`src/rtl/uart_loader.sv`:
```
// UART-driven memory loader: receives 'W'/'R' commands over an 8N1 serial
// link, performs one 32-bit bus access per command and answers with ACK,
// NAK or the four read-data bytes.
module uart_loader #(
  parameter int CLKS_PER_BIT   = 868,
  parameter int TIMEOUT_CYCLES = 10000000
) (
  input  logic        clk,
  input  logic        rst,
  input  logic        uart_rx,
  output logic        uart_tx,
  output logic        mem_valid,
  output logic        mem_instr,
  output logic [31:0] mem_addr,
  output logic [31:0] mem_wdata,
  output logic [3:0]  mem_wstrb,
  input  logic [31:0] mem_rdata,
  input  logic        mem_ready
);

  localparam int             CW        = (CLKS_PER_BIT > 1) ? $clog2(CLKS_PER_BIT) : 1;
  localparam logic [CW-1:0]  BIT_LAST  = CW'(CLKS_PER_BIT - 1);
  localparam logic [CW-1:0]  HALF_LAST = CW'(CLKS_PER_BIT / 2 - 1);
  localparam int             GW        = $clog2(TIMEOUT_CYCLES + 1);
  localparam logic [GW-1:0]  GAP_MAX   = GW'(TIMEOUT_CYCLES);

  localparam logic [7:0] CMD_W = 8'h57;
  localparam logic [7:0] CMD_R = 8'h52;
  localparam logic [7:0] ACK   = 8'h06;
  localparam logic [7:0] NAK   = 8'h15;

  typedef enum logic [2:0] {P_IDLE, P_ADDR, P_DATA, P_MEM, P_RESP} pstate_t;

  // Receiver signals
  logic          rx_meta, rx_sync, rx_prev;
  logic          rx_busy, rx_valid, rx_ferr, rx_sample;
  logic [3:0]    rx_bit;
  logic [CW-1:0] rx_cnt;
  logic [7:0]    rx_shift;

  // Transmitter signals
  logic          tx_busy, tx_start;
  logic [3:0]    tx_bit;
  logic [CW-1:0] tx_cnt;
  logic [7:0]    tx_shift, tx_data;

  // Parser signals
  pstate_t       state, state_nxt;
  logic          is_write, nak_pend, timeout, is_cmd;
  logic          mode_we, addr_we, data_we, nak_set, resp_start, resp_last;
  logic [1:0]    byte_idx, resp_idx;
  logic [31:0]   rdata_q;
  logic [GW-1:0] gap_cnt;

  assign mem_instr = 1'b0;
  assign timeout   = (gap_cnt == GAP_MAX);
  assign is_cmd    = (rx_shift == CMD_W) || (rx_shift == CMD_R);
  assign rx_sample = rx_busy && (rx_cnt == ((rx_bit == 4'd0) ? HALF_LAST : BIT_LAST));

  // Two-flop synchronizer plus previous-sample flop for edge detection.
  // rx_prev resets low, so a start edge is only possible once the line
  // has been seen high after reset.
  always_ff @(posedge clk or posedge rst) begin
    // NOTE: clocked state uses non-blocking assignments so every flop samples
    // pre-edge values; blocking here would collapse the synchronizer chain.
    if (rst) begin
      rx_meta <= 1'b0;
      rx_sync <= 1'b0;
      rx_prev <= 1'b0;
    end else begin
      rx_meta <= uart_rx;
      rx_sync <= rx_meta;
      rx_prev <= rx_sync;
    end
  end

  // Receiver: start check at half bit, then data and stop at full-bit spacing.
  always_ff @(posedge clk or posedge rst) begin
    if (rst) begin
      rx_busy  <= 1'b0;
      rx_valid <= 1'b0;
      rx_ferr  <= 1'b0;
      rx_bit   <= '0;
      rx_cnt   <= '0;
      rx_shift <= '0;
    end else begin
      rx_valid <= 1'b0;
      rx_ferr  <= 1'b0;
      if (!rx_busy) begin
        rx_cnt <= '0;
        rx_bit <= '0;
        if (rx_prev && !rx_sync) rx_busy <= 1'b1;
      end else if (rx_sample) begin
        rx_cnt <= '0;
        if (rx_bit == 4'd0) begin
          if (rx_sync) rx_busy <= 1'b0;   // glitch: line back high mid-start
          else         rx_bit  <= 4'd1;
        end else if (rx_bit == 4'd9) begin
          rx_busy  <= 1'b0;
          rx_valid <= rx_sync;
          rx_ferr  <= !rx_sync;
        end else begin
          rx_shift <= {rx_sync, rx_shift[7:1]};
          rx_bit   <= rx_bit + 4'd1;
        end
      end else begin
        rx_cnt <= rx_cnt + 1'b1;
      end
    end
  end

  // Transmitter: start bit, 8 data bits LSB first, stop bit, each BIT_LAST+1 cycles.
  always_ff @(posedge clk or posedge rst) begin
    if (rst) begin
      uart_tx  <= 1'b1;
      tx_busy  <= 1'b0;
      tx_bit   <= '0;
      tx_cnt   <= '0;
      tx_shift <= '0;
    end else if (!tx_busy) begin
      if (tx_start) begin
        tx_busy  <= 1'b1;
        uart_tx  <= 1'b0;
        tx_shift <= tx_data;
        tx_bit   <= '0;
        tx_cnt   <= '0;
      end
    end else if (tx_cnt == BIT_LAST) begin
      tx_cnt <= '0;
      if (tx_bit == 4'd9) begin
        tx_busy <= 1'b0;
      end else begin
        tx_bit <= tx_bit + 4'd1;
        if (tx_bit == 4'd8) begin
          uart_tx <= 1'b1;
        end else begin
          uart_tx  <= tx_shift[0];
          tx_shift <= {1'b0, tx_shift[7:1]};
        end
      end
    end else begin
      tx_cnt <= tx_cnt + 1'b1;
    end
  end

  // Parser state register.
  always_ff @(posedge clk or posedge rst) begin
    if (rst) state <= P_IDLE;
    else     state <= state_nxt;
  end

  // Parser next-state logic.
  always_comb begin
    // NOTE: every combinational output gets a default first so no path
    // leaves it unassigned, which would otherwise infer a latch.
    state_nxt = state;
    case (state)
      P_IDLE: if (rx_valid && is_cmd) state_nxt = P_ADDR;
      P_ADDR: begin
        if (rx_ferr || timeout)                 state_nxt = P_IDLE;
        else if (rx_valid && byte_idx == 2'd3)  state_nxt = is_write ? P_DATA : P_MEM;
      end
      P_DATA: begin
        if (rx_ferr || timeout)                 state_nxt = P_IDLE;
        else if (rx_valid && byte_idx == 2'd3)  state_nxt = P_MEM;
      end
      P_MEM:  if (mem_valid && mem_ready)       state_nxt = P_RESP;
      P_RESP: if (resp_start && resp_last)      state_nxt = P_IDLE;
      default:                                  state_nxt = P_IDLE;
    endcase
  end

  // Parser output decode: datapath strobes and transmit requests.
  always_comb begin
    mode_we    = (state == P_IDLE) && rx_valid && is_cmd;
    nak_set    = (state == P_IDLE) && rx_valid && !is_cmd;
    addr_we    = (state == P_ADDR) && rx_valid;
    data_we    = (state == P_DATA) && rx_valid;
    resp_start = (state == P_RESP) && !tx_busy;
    resp_last  = is_write || (resp_idx == 2'd3);
    tx_start   = resp_start || (nak_pend && !tx_busy && state != P_RESP);
    tx_data    = NAK;
    if (state == P_RESP) tx_data = is_write ? ACK : rdata_q[{resp_idx, 3'b000} +: 8];
  end

  // Parser datapath: command assembly, bus handshake, gap timer, NAK pending.
  always_ff @(posedge clk or posedge rst) begin
    if (rst) begin
      is_write  <= 1'b0;
      nak_pend  <= 1'b0;
      byte_idx  <= '0;
      resp_idx  <= '0;
      mem_valid <= 1'b0;
      mem_addr  <= '0;
      mem_wdata <= '0;
      mem_wstrb <= '0;
      rdata_q   <= '0;
      gap_cnt   <= '0;
    end else begin
      if (mode_we) begin
        is_write  <= (rx_shift == CMD_W);
        mem_wstrb <= (rx_shift == CMD_W) ? 4'hF : 4'h0;
        byte_idx  <= '0;
        resp_idx  <= '0;
      end
      if (addr_we) begin
        mem_addr <= {rx_shift, mem_addr[31:8]};
        byte_idx <= byte_idx + 2'd1;
      end
      if (data_we) begin
        mem_wdata <= {rx_shift, mem_wdata[31:8]};
        byte_idx  <= byte_idx + 2'd1;
      end
      if (resp_start) resp_idx <= resp_idx + 2'd1;

      if (nak_set)                       nak_pend <= 1'b1;
      else if (tx_start && !resp_start)  nak_pend <= 1'b0;

      // Request rises the cycle after P_MEM entry; drops after the ready cycle.
      if (mem_valid && mem_ready) begin
        mem_valid <= 1'b0;
        rdata_q   <= mem_rdata;
      end else if (state == P_MEM) begin
        mem_valid <= 1'b1;
      end

      if (rx_valid || !(state == P_ADDR || state == P_DATA)) gap_cnt <= '0;
      else if (!timeout)                                     gap_cnt <= gap_cnt + 1'b1;
    end
  end

endmodule

```
`config.mk`:
```
export PLATFORM = sky130hd
export DESIGN_NAME = uart_loader
export DESIGN_NICKNAME = d
export VERILOG_FILES = /design/src/rtl/uart_loader.sv
export SDC_FILE = /design/constraint.sdc
export NUM_CORES = 1
export LEC_CHECK = 0
export CAP_MARGIN = 30
export CORE_ASPECT_RATIO = 1.2
export CORE_MARGIN = 2
export CORE_UTILIZATION = 45
export DETAILED_ROUTE_END_ITERATION = 6
export GPL_TIMING_DRIVEN = 0
export MAX_ROUTING_LAYER = met4
export PLACE_DENSITY = 0.76
export SYNTH_ARGS = -nofsm -noshare
export SYNTH_HDL_FRONTEND = slang
export SYNTH_SLANG_ARGS = --single-unit
export TNS_END_PERCENT = 50
```
`constraint.sdc`:
```
create_clock -name clk -period 13 [get_ports clk]
set_input_delay 3.9 -clock clk [delete_from_list [all_inputs] [get_ports clk]]
set_output_delay 3.9 -clock clk [all_outputs]
set_load 0.03 [all_outputs]
```
==> summary.txt, run 1 <==
Layout
  – Layout cells sized above 1: 0.218
  – NumNets Final: approximately 840
  – # diodes: 0
  – Area grow syn2layout: 23.2%
  – Commonest cells after routing, fill and taps aside: dfrtp_1 (181), clkdlybuf4s50_1 (105), mux2_2 (96), nor2_1 (51), nand2_1 (32)
  – Commonest non-fill, non-tap cell in the layout: dfrtp_1
  – Post-layout util: 0.561

STA
  – Period utilization: 0.428
  – Clock skew: around 0.011 ns
  – Slew HR: 0.319
  – Hold Violations, Final: 0
  – Fin Setup TNS: 0 ns
  – Hold_ws: about 0.35 ns
  – Worst setup margin: 7.43 ns
  – Unrepaired setup endpoints after global routing: false
  – Max-slew violation count: 0
  – # setup viols final: 0
  – Least-Margin Pin Slew: 1.01 ns
  – Peak Freq: between 150 and 200 MHz
  – Fin crit period: 5.57 ns

Global route
  – Total GRT Usage: 0.187
  – First-pass GRT wire length: roughly 28000 um
  – Initial antenna violation count: 0
  – Largest net degree at the start of global routing: roughly 120
  – Final global-route overflow total: 0
  – Number of global-route vias before repair: 5502

Power and ir drop
  – Leak pwr: roughly 4.5 nW
  – Power Dens Cells: ~110 nW/um^2
  – VDD IR max: between 0.00009 and 0.0001 V
  – Total power: 1.15 mW

Synthesis
  – Synth Register Bits: around 180
  – Cell count after synthesis: 664
  – Syn Area/Cell: around 12 um^2
  – Synthesized cell area: just over 8000 um^2
  – Main combinational cell family by area after synthesis: multiplexers
  – Post-synth EDFFs: 0
  – Unique cell type count in the Yosys netlist: 60
  – Synth Area in Adders: 0.0183
  – Mapped Nets: approximately 700
  – Mux contribution to synthesized area: 0.185
  – Sequential area share after synthesis: 0.555
  – Compound-gate portion of the synthesized area: 0.0547
  – Yosys warns: 0
  – Fraction of registers with async set/reset: 1.00
  – Post-synth top flop: dfrtp_1
  – Post-Synth XOR/XNOR Area: 0.0341
  – Synth Area in Simple Gates: 0.122

Worst hold path
  – Worst hold stages: 0
  – Hold path endpoint: rx_sync$_DFF_PP0_
  – Hold crit path type: reg2reg
  – Hold wc startpoint: rx_meta$_DFF_PP0_

Floorplan
  – Core area: ~18000 um^2
  – Ports: ~110
  – Chip width: about 130 um
  – Rows: 54
  – Die Y: around 150 um
  – Initial Util: 0.455
  – Die Area: 19400 um^2

Run
  – Max-cap violations: 0

Setup path
  – R2R Path Start: rx_bit[0]$_DFFE_PP0P_
  – Crit path max fanout: 5
  – Crit-path max cell delay: 0.65 ns
  – Crit path arrival time: approximately 1.7 ns
  – Flop-to-flop setup slack: about 10 ns
  – CP Launch Type: register
  – Worst setup EP type: primary output
  – Worst EP required: roughly 9.1 ns
  – Reg2Reg Depth: 8
  – Setup CP Type: reg2out
  – Cell family with most CP delay: buffers and inverters
  – CP cell instances: buf_4, clkdlybuf4s50_1
  – Slowest CP cell: clkdlybuf4s50_1
  – Worst flop-to-flop path endpoint: rx_shift[0]$_DFFE_PP0P_
  – WP buf/inv: 2

Clock tree
  – Post-CTS Hold Buffers: 0
  – PostCTS Resize Cnt: 0
  – CTS sink count: between 150 and 200
  – CTS tree: built
  – Total setup buffers inserted after CTS: 0
  – Clk_lat worst skew: 0.42 ns
  – Total CTS buffers: 17
  – Max Root-Sink Buffers: 2
  – Clock-pin slew on the worst setup and hold paths: approximately 0.060 ns
  – CTS H-tree lvls: 4
  – Clock Tree Root: clkbuf_16

Placed design
  – GP Congestion: 0.810
  – Dpl hpwl: ~11000 um
  – IO Port Bufs: between 100 and 150
  – Pre-CTS WS: 7.22 ns

Routing
  – Drt wl/cell: between 15 and 20 um
  – Final WL: ~16000 um
  – 1st-pass router iterations: 4
  – Initial DRC Count: about 440
  – ANT nets after route: 0
  – Vias post-DR: 5427
  – Vias per cell: ~5.3
  – Remaining routing DRC violations: 0

Outcome
  – Status: finished clean
cell type report:
class                           count  area [um^2]
Clock inverter                     10         75.1
Inverter                           23         93.8
Fill cell                        1497         7920
Buffer                             33          168
Tap cell                          224          280
Clock buffer                       20          467
Timing Repair Buffer              106         1080
Multi-Input combinational cell    426         3410
Sequential cell                   182         4560
cells in the mapped netlist, drive strengths merged (2+ instances only):
master,number,area [um^2]
a21oi,17,96.4
a22o,2,17.5
a22oi,2,15.0
a31oi,5,31.3
and2,3,18.8
and3,3,18.8
and3b,2,17.5
and4,5,43.8
buf,16,104
clkbuf,17,63.8
dfrtp,181,4530
ha,12,150
inv,23,86.3
mux2,108,1260
mux2i,8,80.1
mux4,8,180
nand2,32,120
nand2b,10,62.6
nand3,24,125
nand3b,3,22.5
nand4,11,68.8
nand4bb,2,22.5
nor2,51,191
nor2b,4,25.0
nor3,14,70.1
nor4,4,25.0
nor4b,4,35.0
o211a,2,20.0
o21ai,28,140
o21bai,2,15.0
o41ai,3,45.1
or2,2,12.5
or3,6,42.5
or3b,2,20.0
or4b,2,20.0
xnor2,17,149
xor2,15,131
where the power goes:
part           internal, mW  leakage, nW  switching, mW
Combinational        0.0362         1.84         0.0279
Sequential            0.589         2.44         0.0190
Clock                 0.259        0.262          0.218
Total                 0.884         4.55          0.265
per-stage QoR:
stage / cell area, um^2 / std cells
6_report: 10100 / 1024
5_1_grt: 10100 / 1024
4_1_cts: 10100 / 1024
3_5_place_dp: 9580 / 994
3_3_place_gp: 9550 / 993
2_1_floorplan: 8220 / 664
sequential cells by signal (all words and copies together), names as in the netlist, 2 cells and up:
register,count
rx_shift,8
rx_cnt,10
rdata_q,32
state,3
rx_bit,4
gap_cnt,24
resp_idx,2
mem_wdata,32
tx_shift,8
byte_idx,2
tx_cnt,10
tx_bit,4
mem_addr,32
how the worst max path moves through the flow:
stage / cells after the start / from / slack (ns) / end
floorplan: 1 / rst / 4.16 / byte_idx[0]$_DFFE_PP0P_
global placement: 2 / rst / 1.79 / mem_addr[5]$_DFFE_PP0P_
detailed placement: 4 / mem_ready / 7.22 / rdata_q[5]$_DFFE_PP0P_
CTS: 2 / mem_wstrb[2]$_DFFE_PP0P_ / 7.41 / mem_wstrb[1]
global route: 2 / mem_wstrb[2]$_DFFE_PP0P_ / 7.35 / mem_wstrb[2]
finish: 2 / mem_wstrb[2]$_DFFE_PP0P_ / 7.43 / mem_wstrb[1]
logic make-up after synthesis:
kind of cell | after synthesis
XOR/XNOR | 32
AO/OA/AOI/OAI | 69
multiplexers | 124
flip-flops | 182
adder cells (fa/ha/maj) | 12
other | 1
AND/OR/NAND/NOR | 188
buffers and inverters | 56
layer usage:
| metal | vias up | global-route usage | part of all wire | wire, um |
|---|---|---|---|---|
| li1 | 2586 | - | - | - |
| met1 | 2752 | 0.229 | 0.43 | 7010 |
| met2 | 72 | 0.314 | 0.53 | 8780 |
| met3 | 17 | 0.0338 | 0.025 | 405 |
| met4 | 0 | 0.0591 | 0.014 | 236 |
| met5 | - | - | 0 | 0 |
worst register-to-register path: stages, from the launching register on:
cell and delay (ns):
dfrtp_1 0.44, inv_1 0.08, ha_1 0.18, or3b_1 0.40, or3_4 0.40, a21oi_4 0.26
o211a_1 0.21, buf_6 0.15, mux2_4 0.31
(Power assumes the default switching activity.)
==> inputs of run 2 (changes only) <==
- PLACE_DENSITY: 0.76 -> 0.79
- clock period: 13 -> 4.8 ns (I/O delays scaled with it)
==> run 2 against run 1 <==
Against the previous run:
- total power grew to 2.8 times the previous value
- first-iteration DRC count shrank 32%
- sequential power grew to 2.7 times the previous value
- flip-flop and latch count is the same
==> summary.txt, run 2 (synthesis gave the netlist of run 1 again) <==
Run
  – Max-cap violations: 0

Clock tree
  – Clock Tree Root: clkbuf_16
  – Total setup buffers inserted after CTS: 0
  – Total CTS buffers: 17
  – CTS H-tree lvls: 4
  – PostCTS Resize Cnt: 0
  – Max Root-Sink Buffers: 2
  – CTS tree: built
  – Clk_lat worst skew: 0.43 ns
  – CTS sink count: 182
  – Clock-pin slew on the worst setup and hold paths: approximately 0.070 ns
  – Post-CTS Hold Buffers: 0

Setup path
  – Flop-to-flop setup slack: approximately 2.2 ns
  – CP startpoint: mem_wstrb[2]$_DFFE_PP0P_
  – Worst flop-to-flop path endpoint: rx_shift[4]$_DFFE_PP0P_
  – Reg2Reg Depth: 8
  – Setup CP Type: reg2out
  – CP Launch Type: register
  – Crit path arrival time: about 1.7 ns
  – Crit path max fanout: 5
  – Worst setup EP type: primary output
  – Critical path endpoint: mem_wstrb[2]
  – Worst EP required: about 3.4 ns
  – R2R Path Start: rx_bit[0]$_DFFE_PP0P_

STA
  – Clock skew: 0.00797 ns
  – Fin crit period: 3.14 ns
  – Hold Violations, Final: 0
  – Least-Margin Pin Slew: a little over 0.9 ns
  – Slew HR: 0.376
  – Unrepaired setup endpoints after global routing: false
  – # setup viols final: 0
  – Peak Freq: 319 MHz
  – Worst setup margin: around 1.7 ns
  – Max-slew violation count: 0
  – Period utilization: 0.653
  – Fin Setup TNS: 0 ns

Routing
  – Drt wl/cell: approximately 16 um
  – Initial DRC Count: 295
  – Final WL: 16500 um
  – Vias per cell: approximately 5.3
  – Remaining routing DRC violations: 0
  – Vias post-DR: 5480
  – 1st-pass router iterations: 4
  – ANT nets after route: 0

Power and ir drop
  – Leak pwr: about 4.6 nW
  – Power Dens Cells: 317 nW/um^2
  – VDD IR max: around 0.00025 V

Layout
  – Commonest cells after routing, fill and taps aside: dfrtp_1 (181), clkdlybuf4s50_1 (105), mux2_2 (96), nor2_1 (51), nand2_1 (32)
  – Area grow syn2layout: 24.5%
  – Largest registers: mem_addr x32, mem_wdata x32, rdata_q x32
  – # diodes: 0
  – NumNets Final: 840
  – Layout cells sized above 1: 0.218
  – Post-layout util: 0.567
  – Final std cells w/o fill: 1028
  – Commonest non-fill, non-tap cell in the layout: dfrtp_1

Worst hold path
  – Hold crit path type: reg2reg

Floorplan
  – Die Area: 19400 um^2
  – Ports: 107
  – Rows: 54
  – Initial Util: 0.455
  – Die Y: 152 um
  – Chip width: 127 um
  – Core area: approximately 18000 um^2

Placed design
  – Dpl hpwl: around 12000 um
  – GP Congestion: 0.816
  – Pre-CTS WS: about 1.5 ns
  – # placed instances: around 1000
  – IO Port Bufs: roughly 110

Global route
  – Number of global-route vias before repair: roughly 5.7k
  – Final global-route overflow total: 0
  – Largest net degree at the start of global routing: 44
  – Total GRT Usage: 0.188
  – First-pass GRT wire length: between 20000 and 30000 um
  – Initial antenna violation count: 0

Outcome
  – Status: finished clean
==> run 2: power by group <==
part	internal [mW]	switching, mW	leakage (nW)
sequential	1.60	0.0519	2.44
clock	0.837	0.571	0.295
combinational	0.103	0.0807	1.86
total	2.53	0.703	4.60
==> run 2: worst min path at each step <==
stage	startpoint	end	slack (ns)	depth (start not counted)
after global routing	rx_meta$_DFF_PP0_	rx_sync$_DFF_PP0_	0.36	0
final	rx_meta$_DFF_PP0_	rx_sync$_DFF_PP0_	0.35	0
after floorplan	rx_meta$_DFF_PP0_	rx_sync$_DFF_PP0_	0.33	0
after CTS	rx_meta$_DFF_PP0_	rx_sync$_DFF_PP0_	0.35	0
after global placement	rx_meta$_DFF_PP0_	rx_sync$_DFF_PP0_	0.34	0
after detailed placement	rx_meta$_DFF_PP0_	rx_sync$_DFF_PP0_	0.33	0
==> run 2: stage by stage <==
step | cell area, um^2 | hold slack (ns) | power, mW
4_1_cts | 10200 | 0.350 | 3.26
5_1_grt | 10200 | 0.361 | 3.36
6_report | 10200 | 0.350 | 3.24
3_3_place_gp | 9550 | 0.338 | 1.84
3_5_place_dp | 9630 | 0.335 | 1.86
2_1_floorplan | 8220 | 0.331 | 1.78
==> run 2: metal layers <==
| layer | vias to the layer above | GRT usage | part of all wire |
|---|---|---|---|
| li1 | 2603 | - | - |
| met1 | 2772 | 0.227 | 0.43 |
| met2 | 75 | 0.316 | 0.53 |
| met3 | 30 | 0.0345 | 0.021 |
| met4 | 0 | 0.0686 | 0.020 |
| met5 | - | - | 0 |
==> run 2: cell type report <==
cell class | instances | area, um^2
clock inverters | 6 | 90.1
well taps | 224 | 280
fillers | 1434 | 7810
repair buffers | 109 | 1130
inverters | 23 | 90.1
clock buffers | 25 | 505
flip-flops and latches | 182 | 4560
plain buffers | 33 | 168
multi-input cells | 426 | 3410
==> run 2: critical path, cell delays in order (launching register included) <==
cell and delay (ns):
dfrtp_1 0.46, buf_4 0.15, clkdlybuf4s50_1 0.66
